--- config.mk ---
export PLATFORM = sky130hd
export DESIGN_NAME = rr_arb_mux
export DESIGN_NICKNAME = d
export VERILOG_FILES = /design/src/rtl/rr_arb_mux_pkg.sv /design/src/rtl/rr_arb_mux_arb_pick.sv /design/src/rtl/rr_arb_mux.sv
export SDC_FILE = /design/constraint.sdc
export NUM_CORES = 1
export LEC_CHECK = 0
export ABC_AREA = 1
export BUFFER_PORTS_ARGS = -buffer_cell sky130_fd_sc_hd__buf_2
export CORE_MARGIN = 2
export CORE_UTILIZATION = 45
export DETAILED_ROUTE_END_ITERATION = 8
export GPL_TIMING_DRIVEN = 0
export PLACE_DENSITY = 0.84
export SYNTH_ARGS = -nofsm -noshare
export SYNTH_HDL_FRONTEND = slang
export SYNTH_SLANG_ARGS = --single-unit
export TNS_END_PERCENT = 20
--- constraint.sdc ---
create_clock -name clk -period 2.6 [get_ports clk]
set_clock_uncertainty 0.05 [all_clocks]
set_input_delay 0.39 -clock clk [delete_from_list [all_inputs] [get_ports clk]]
set_output_delay 0.39 -clock clk [all_outputs]
set_load 0.01 [all_outputs]
--- src/rtl/rr_arb_mux_pkg.sv ---
// Shared constants for the rr_arb_mux channel merger: arbitration mode codes
// and the index-width helper.
package rr_arb_mux_pkg;

  localparam int ARB_FIXED = 0;
  localparam int ARB_RR    = 1;

  function automatic int sel_width(input int n);
    return (n > 1) ? $clog2(n) : 1;
  endfunction

endpackage

--- src/rtl/rr_arb_mux_arb_pick.sv ---
// Combinational request picker: one-hot grant plus binary index.
// Fixed priority is a round-robin search with the start pointer forced to 0.
module rr_arb_mux_arb_pick
  import rr_arb_mux_pkg::*;
#(
  parameter int N    = 4,
  parameter int MODE = ARB_RR,
  parameter int SELW = sel_width(N)
) (
  input  logic [N-1:0]    req,
  input  logic [SELW-1:0] ptr,
  output logic [N-1:0]    grant,
  output logic [SELW-1:0] idx,
  output logic            any
);

  logic [2*N-1:0]  req_dbl;
  logic [SELW-1:0] eff_ptr;

  // Doubled request vector: scanning from eff_ptr upward covers one full wrap.
  always_comb begin
    eff_ptr = (MODE == ARB_RR) ? ptr : '0;
    req_dbl = {req, req};
    grant   = '0;
    idx     = '0;
    any     = 1'b0;
    for (int k = 0; k < 2 * N; k++) begin
      if (!any && req_dbl[k] && (k >= int'(eff_ptr))) begin
        any             = 1'b1;
        grant[k % N]    = 1'b1;
        idx             = SELW'(k % N);
      end
    end
  end

endmodule

--- src/rtl/rr_arb_mux.sv ---
// N-channel valid/ready merger onto one registered output beat, with
// fixed-priority or round-robin arbitration and the winning index reported.
module rr_arb_mux
  import rr_arb_mux_pkg::*;
#(
  parameter int W    = 32,
  parameter int N    = 4,
  parameter int MODE = ARB_RR,
  localparam int SELW = sel_width(N)
) (
  input  logic            clk,
  input  logic            reset_n,
  input  logic [N-1:0]    in_valid,
  input  logic [N*W-1:0]  in_data,
  output logic [N-1:0]    in_ready,
  output logic            out_valid,
  output logic [W-1:0]    out_data,
  output logic [SELW-1:0] out_sel,
  input  logic            out_ready
);

  logic [N-1:0]    grant;
  logic [SELW-1:0] grant_idx;
  logic            grant_any;
  logic [SELW-1:0] rr_ptr;
  logic [W-1:0]    sel_data;
  logic            load_en;
  logic            capture;

  rr_arb_mux_arb_pick #(
    .N    (N),
    .MODE (MODE),
    .SELW (SELW)
  ) u_pick (
    .req   (in_valid),
    .ptr   (rr_ptr),
    .grant (grant),
    .idx   (grant_idx),
    .any   (grant_any)
  );

  assign load_en = !out_valid || out_ready;
  // reset_n gating keeps in_ready low while reset is held, so no source sees a false accept.
  assign in_ready = grant & {N{load_en && reset_n}};
  assign capture  = grant_any && load_en;

  always_comb begin
    sel_data = '0;
    for (int i = 0; i < N; i++) begin
      sel_data = sel_data | (in_data[i*W +: W] & {W{grant[i]}});
    end
  end

  always_ff @(posedge clk or negedge reset_n) begin
    if (!reset_n) begin
      out_valid <= 1'b0;
      out_data  <= '0;
      out_sel   <= '0;
      rr_ptr    <= '0;
    end else if (capture) begin
      out_valid <= 1'b1;
      out_data  <= sel_data;
      out_sel   <= grant_idx;
      if (MODE == ARB_RR) begin
        rr_ptr <= (grant_idx == SELW'(N - 1)) ? '0 : grant_idx + 1'b1;
      end
    end else if (load_en) begin
      out_valid <= 1'b0;
    end
  end

endmodule

* Yosys cells after proc, flatten, opt, wreduce, memory -nomap -nowiden *
Index checks and enable logic that the tools add are counted.

storage, ports and cells
  register bits after elaboration = 37
  latch bits = 0
  RAM bits = 0
  bits in read-only memories = 0
  input bits = 135
  output and inout bits = 39
  logic and storage cells = 64
  memories kept = 0

cells by class
  $add $sub $neg = 1
  multiply operators = 0
  divide/modulo/power cells = 0
  order comparisons = 3
  equal/unequal tests = 1
  shift operators = 0
  mux-type cells = 25
  bitwise gates (word level) = 8
  reductions and logical operators = 22

operators with widths
  cell                 count
  $and 32x32->32       4
  $or 32x32->32        3
  $mux 1               18
  $mux 2               7
  $logic_and 1x1->1    12
  $logic_not 1->1      8
  $and 4x4->4          1
  $ge 1x2->1 const A   2
  $add 2x1->2 const B  1
  $eq 2x2->1 const B   1
  $ge 2x2->1 const A   1
  $reduce_bool 2->1    1
  $logic_or 1x1->1     1

* Depth between registers and ports, before layout *
  depth after elaboration = 28
  depth in mapped cells = 11
  mapped depth without buffers = 10

* Hierarchy *
A second synthesis with hierarchy kept.

unflattened totals
  cell total of the unflattened synthesis = 405
  area, all modules = 2,570.0 sq um

by module, submodules not included
  module               times used  cells an instance  area each (sq um)  seq. area each (sq um)
  rr_arb_mux           1           376                2,423.6            925.9
  rr_arb_mux_arb_pick  1           29                 146.4              0.0

* Worst setup path before layout *
No wires, ideal clock.

  path type = input to output
  start point = input port in_valid[1]
  end point = output port in_ready[3]
  arrival time = 1.250 ns
  required time = 2.160 ns
  slack = 0.910 ns
  stages = 6
  buffers on the path = 1
  path through = inv_1 nor2_1 a21oi_1 nand3_1 buf_2 nor2_1

between the ends
  word-level cells in the longest chain between the ends = 23
  elaborated cells on any way between the ends = 24
  those cells by class = mux (8); bitwise (1); reduce/logical (15)

ends and longest elaborated chain
  item                            line                       source
  start, declared                 rr_arb_mux.sv:13           input logic [N-1:0] in_valid,
  $logic_and 1x1->1 (2 in a row)  rr_arb_mux_arb_pick.sv:28  if (!any && req_dbl[k] && (k >= int'(eff_ptr))) begin
  $mux 1                          rr_arb_mux_arb_pick.sv:28
  $logic_not 1->1                 rr_arb_mux_arb_pick.sv:28
  $logic_and 1x1->1 (2 in a row)  rr_arb_mux_arb_pick.sv:28
  $mux 1                          rr_arb_mux_arb_pick.sv:28
  $logic_not 1->1                 rr_arb_mux_arb_pick.sv:28
  $logic_and 1x1->1               rr_arb_mux_arb_pick.sv:28
  $mux 1                          rr_arb_mux_arb_pick.sv:28
  [5 not listed]                  -
  $mux 1                          rr_arb_mux_arb_pick.sv:28
  $logic_not 1->1                 rr_arb_mux_arb_pick.sv:28
  $logic_and 1x1->1               rr_arb_mux_arb_pick.sv:28
  $mux 1                          rr_arb_mux_arb_pick.sv:28
  $logic_not 1->1                 rr_arb_mux_arb_pick.sv:28
  $logic_and 1x1->1               rr_arb_mux_arb_pick.sv:28
  $mux 1 (*)                      rr_arb_mux_arb_pick.sv:28
  $and 4x4->4 (*)                 rr_arb_mux.sv:44           assign in_ready = grant & {N{load_en && reset_n}};
  end, declared                   rr_arb_mux.sv:15           output logic [N-1:0] in_ready,

Mark *: on every way between the ends. The rest lies on a longest branch, timed or not.

* Worst setup path after layout *
  start point = register rr_ptr[1]
  end point = output port in_ready[3]

between the ends
  word-level cells in the longest chain between the ends = 27
  elaborated cells on any way between the ends = 30
  those cells by class = order compare (3); mux (9); bitwise (1); reduce/logical (17)

ends and longest elaborated chain
  item                            line                       source
  start, declared                 rr_arb_mux.sv:25           logic [SELW-1:0] rr_ptr;
  start signal, assigned          rr_arb_mux.sv:65           rr_ptr <= (grant_idx == SELW'(N - 1)) ? '0 : grant_idx + 1'b1;
  $ge 1x2->1                      rr_arb_mux_arb_pick.sv:28
  $logic_and 1x1->1               rr_arb_mux_arb_pick.sv:28
  $mux 1                          rr_arb_mux_arb_pick.sv:28
  $logic_not 1->1                 rr_arb_mux_arb_pick.sv:28
  $logic_and 1x1->1 (2 in a row)  rr_arb_mux_arb_pick.sv:28
  $mux 1                          rr_arb_mux_arb_pick.sv:28
  $logic_not 1->1                 rr_arb_mux_arb_pick.sv:28
  $logic_and 1x1->1 (2 in a row)  rr_arb_mux_arb_pick.sv:28
  [9 not listed]                  -
  $mux 1                          rr_arb_mux_arb_pick.sv:28
  $logic_not 1->1                 rr_arb_mux_arb_pick.sv:28
  $logic_and 1x1->1               rr_arb_mux_arb_pick.sv:28
  $mux 1                          rr_arb_mux_arb_pick.sv:28
  $logic_not 1->1                 rr_arb_mux_arb_pick.sv:28
  $logic_and 1x1->1               rr_arb_mux_arb_pick.sv:28
  $mux 1 (*)                      rr_arb_mux_arb_pick.sv:28
  $and 4x4->4 (*)                 rr_arb_mux.sv:44

Marked as above.

==> metrics.md <==
| Metric | Value |
|---|---|
| Count of different cell masters after synthesis | `18` |
| Deepest clock path buffer count | `2` |
| Crit start category | `flip-flop` |
| Run status | `complete, no violations` |
| Worst EP arrival | `1.95 ns` |
| Vias in the first global route | `3028` |
| Via count | `3221` |
| Synth top area share | `36.9%` |
| Mean area per synthesized cell | `5.93 µm²` |
| Min Tclk post-route | `2.39 ns` |
| 1st-pass router iterations | `4` |
| Gpl congestion | `0.867` |
| CTS tree | `built` |
| Commonest non-fill, non-tap cell in the layout | `buf_2` |
| Fill count | `536` |
| Final worst path period share | `92.0%` |
| Die ar. | `0.00619 mm²` |
| Post-synthesis register bit count | `37` |
| Clock slew at the register clock pins of the worst setup and hold paths | `0.08 ns` |
| Final setup vio count | `0` |
| Core area | `0.00544 mm²` |
| CTS Hold Buffers Added | `0` |
| Vias/cell | `4.76` |
| Logic pwr share | `48.7%` |
| Antenna cell count | `0` |
| DRT antenna net count | `0` |
| Routed length per placed instance | `12.4 µm` |
| Top_reg_cell synth | `dfrtp_1` |
| Switching power | `1.07 mW` |
| Largest net degree at the start of global routing | `39` |
| Initial antenna violation count | `0` |
| Worst-margin pin slew | `0.840 ns` |
| Total power | `2.58 mW` |
| Pint | `1.50 mW` |
| Nets | `738` |
| Setup tns final | `0 ns` |
| Switching share of power | `41.7%` |
| Yosys warns | `0` |
| Die H | `78.7 µm` |
| DRC viols | `0` |
| Post-Syn Area | `0.00251 mm²` |
| DP HPWL | `6530 µm` |
| RSZ-0062 raised after global routing | `no` |
| Pwr Density | `723 mW/mm²` |
| CP max FO | `10` |
| Setup crit end kind | `output port` |
| CTS Root Cell | `clkbuf_8` |
| IO Count | `174` |
| Global-route wire length before repair | `13400 µm` |
| WHS | `0.151 ns` |
| Core Util, Final | `65.6%` |
| Critical Path RT | `2.16 ns` |
| # Post-CTS Setup Buffers | `0` |
| Initial DRC Count | `152` |
| H-tree levels | `2` |
| Power share of the sequential group | `34.0%` |
| Die W | `78.7 µm` |
| Post-cts gate resize count | `0` |
| Max cap viols | `0` |
| Number of enable flip-flop cells after synthesis | `0` |
| CP Class | `reg -> out` |
| Max-slew violation count | `0` |
| Highest achievable clock rate | `0.418 GHz` |
| Synthesized Nets | `558` |
| HP Class | `in -> async` |
| Effective utilization at floorplan | `46.1%` |
| Clock insertion delay at the later pin of the skew report | `0.28 ns` |
| Grt ovf | `0` |
| Layout cell share with drive strength beyond 1 | `33.6%` |
| Ys async rst share | `100%` |
| Layout area overhead | `42.1%` |
| GRT Total Usage | `27.3%` |
| Most frequent cells in the layout | `buf_2 (183), nand2_1 (145), nor2_1 (131)` |
| # rows | `27` |
| Drt total wl | `8400 µm` |
| Rel. slew slack | `44.0%` |
| Area leader, netlist | `dfrtp_1` |
| Static leakage | `2.24 nW` |
| PortBufs | `173` |
| Num CTS Buffers | `5` |
| Cells after synthesis | `423` |
| Fin. Hold Viols | `0` |
| Synth area leaders | `dfrtp_1 (37%), nand2_1 (22%), nor2_1 (20%)` |
| Maximum vdd ir drop | `365 µV` |
| Clock sink count | `37` |
| Seq/Total Area, Yosys | `36.9%` |
| Clock power frac | `17.2%` |
[layer usage]
metal	wire length (µm)	track usage, %	vias to the layer above
met5	0	0	-
met4	60	6.49	0
met3	681	6.21	5
met2	4300	51.3	149
met1	3360	31.2	1437
li1	-	-	1630
[critical path, cell delays in order, from the launching register on]
cell and delay, ns:
dfrtp_1 0.40, nor2_1 0.08, a21oi_1 0.22, nand3_1 0.37, buf_2 0.34, nor2_1 0.11, buf_2 0.13
[cells in the mapped netlist (2+ instances only)]
cell	count
clkbuf_1	2
nand3_1	5
nand4_1	2
inv_1	38
a21oi_1	37
buf_2	10
dfrtp_1	37
nand2_1	145
nor2_1	131
nand2_2	3
buf_6	5
buf_4	2
[layout make-up]
| class | count | area [µm²] | share of cell area (%) |
|---|---|---|---|
| Clock inverter | 1 | 5.00 | 0.140 |
| Clock buffer | 7 | 96.3 | 2.70 |
| Tap cell | 72 | 90.1 | 2.53 |
| Multi-Input combinational cell | 328 | 1310 | 36.7 |
| Timing Repair Buffer | 173 | 866 | 24.3 |
| Buffer | 19 | 129 | 3.61 |
| Sequential cell | 37 | 926 | 26.0 |
| Inverter | 39 | 146 | 4.11 |
[per-stage QoR]
| step | std cells | setup slack (ns) | instance area [µm²] |
|---|---|---|---|
| floorplan | 423 | 0.910 | 2510 |
| global placement | 668 | 0.395 | 3460 |
| detailed placement | 668 | 0.352 | 3460 |
| CTS | 676 | 0.235 | 3570 |
| global route | 676 | 0.0766 | 3570 |
| finish | 676 | 0.208 | 3570 |
[flip-flops by register name, summed over array words and instances (netlist names)]
name and count:
out_data 32, out_sel 2, rr_ptr 2, out_valid 1
[power groups by stage]
| stage | Combinational [mW] | Clock, mW | Sequential, mW |
|---|---|---|---|
| floorplan | 0.658 | 0 | 0.970 |
| global placement | 1.22 | 0 | 0.876 |
| detailed placement | 1.26 | 0 | 0.887 |
| CTS | 1.26 | 0.453 | 0.877 |
| global route | 1.41 | 0.482 | 0.904 |
| finish | 1.26 | 0.444 | 0.877 |
[cell families after synthesis]
| group | Yosys count | synth area share (%) |
|---|---|---|
| AO/OA/AOI/OAI | 40 | 8.08 |
| buffers and inverters | 58 | 11.0 |
| flip-flops | 37 | 36.9 |
| AND/OR/NAND/NOR | 288 | 44.0 |
[worst paths after layout]
check | startpoint | end | slack [ns] | cells past startpoint
worst min-delay path | reset_n | out_data[25] | 0.15 | 1
worst max register to register | rr_ptr[1] | out_data[2] | 0.64 | 9
max in group asynchronous | reset_n | out_data[14] | 1.81 | 1
worst min register to register | out_sel[0] | out_sel[0] | 0.45 | 1
worst max-delay path | rr_ptr[1] | in_ready[3] | 0.21 | 6
min in group clk | in_data[64] | out_data[0] | 0.36 | 5
Power figures use the tool's default switching activity.
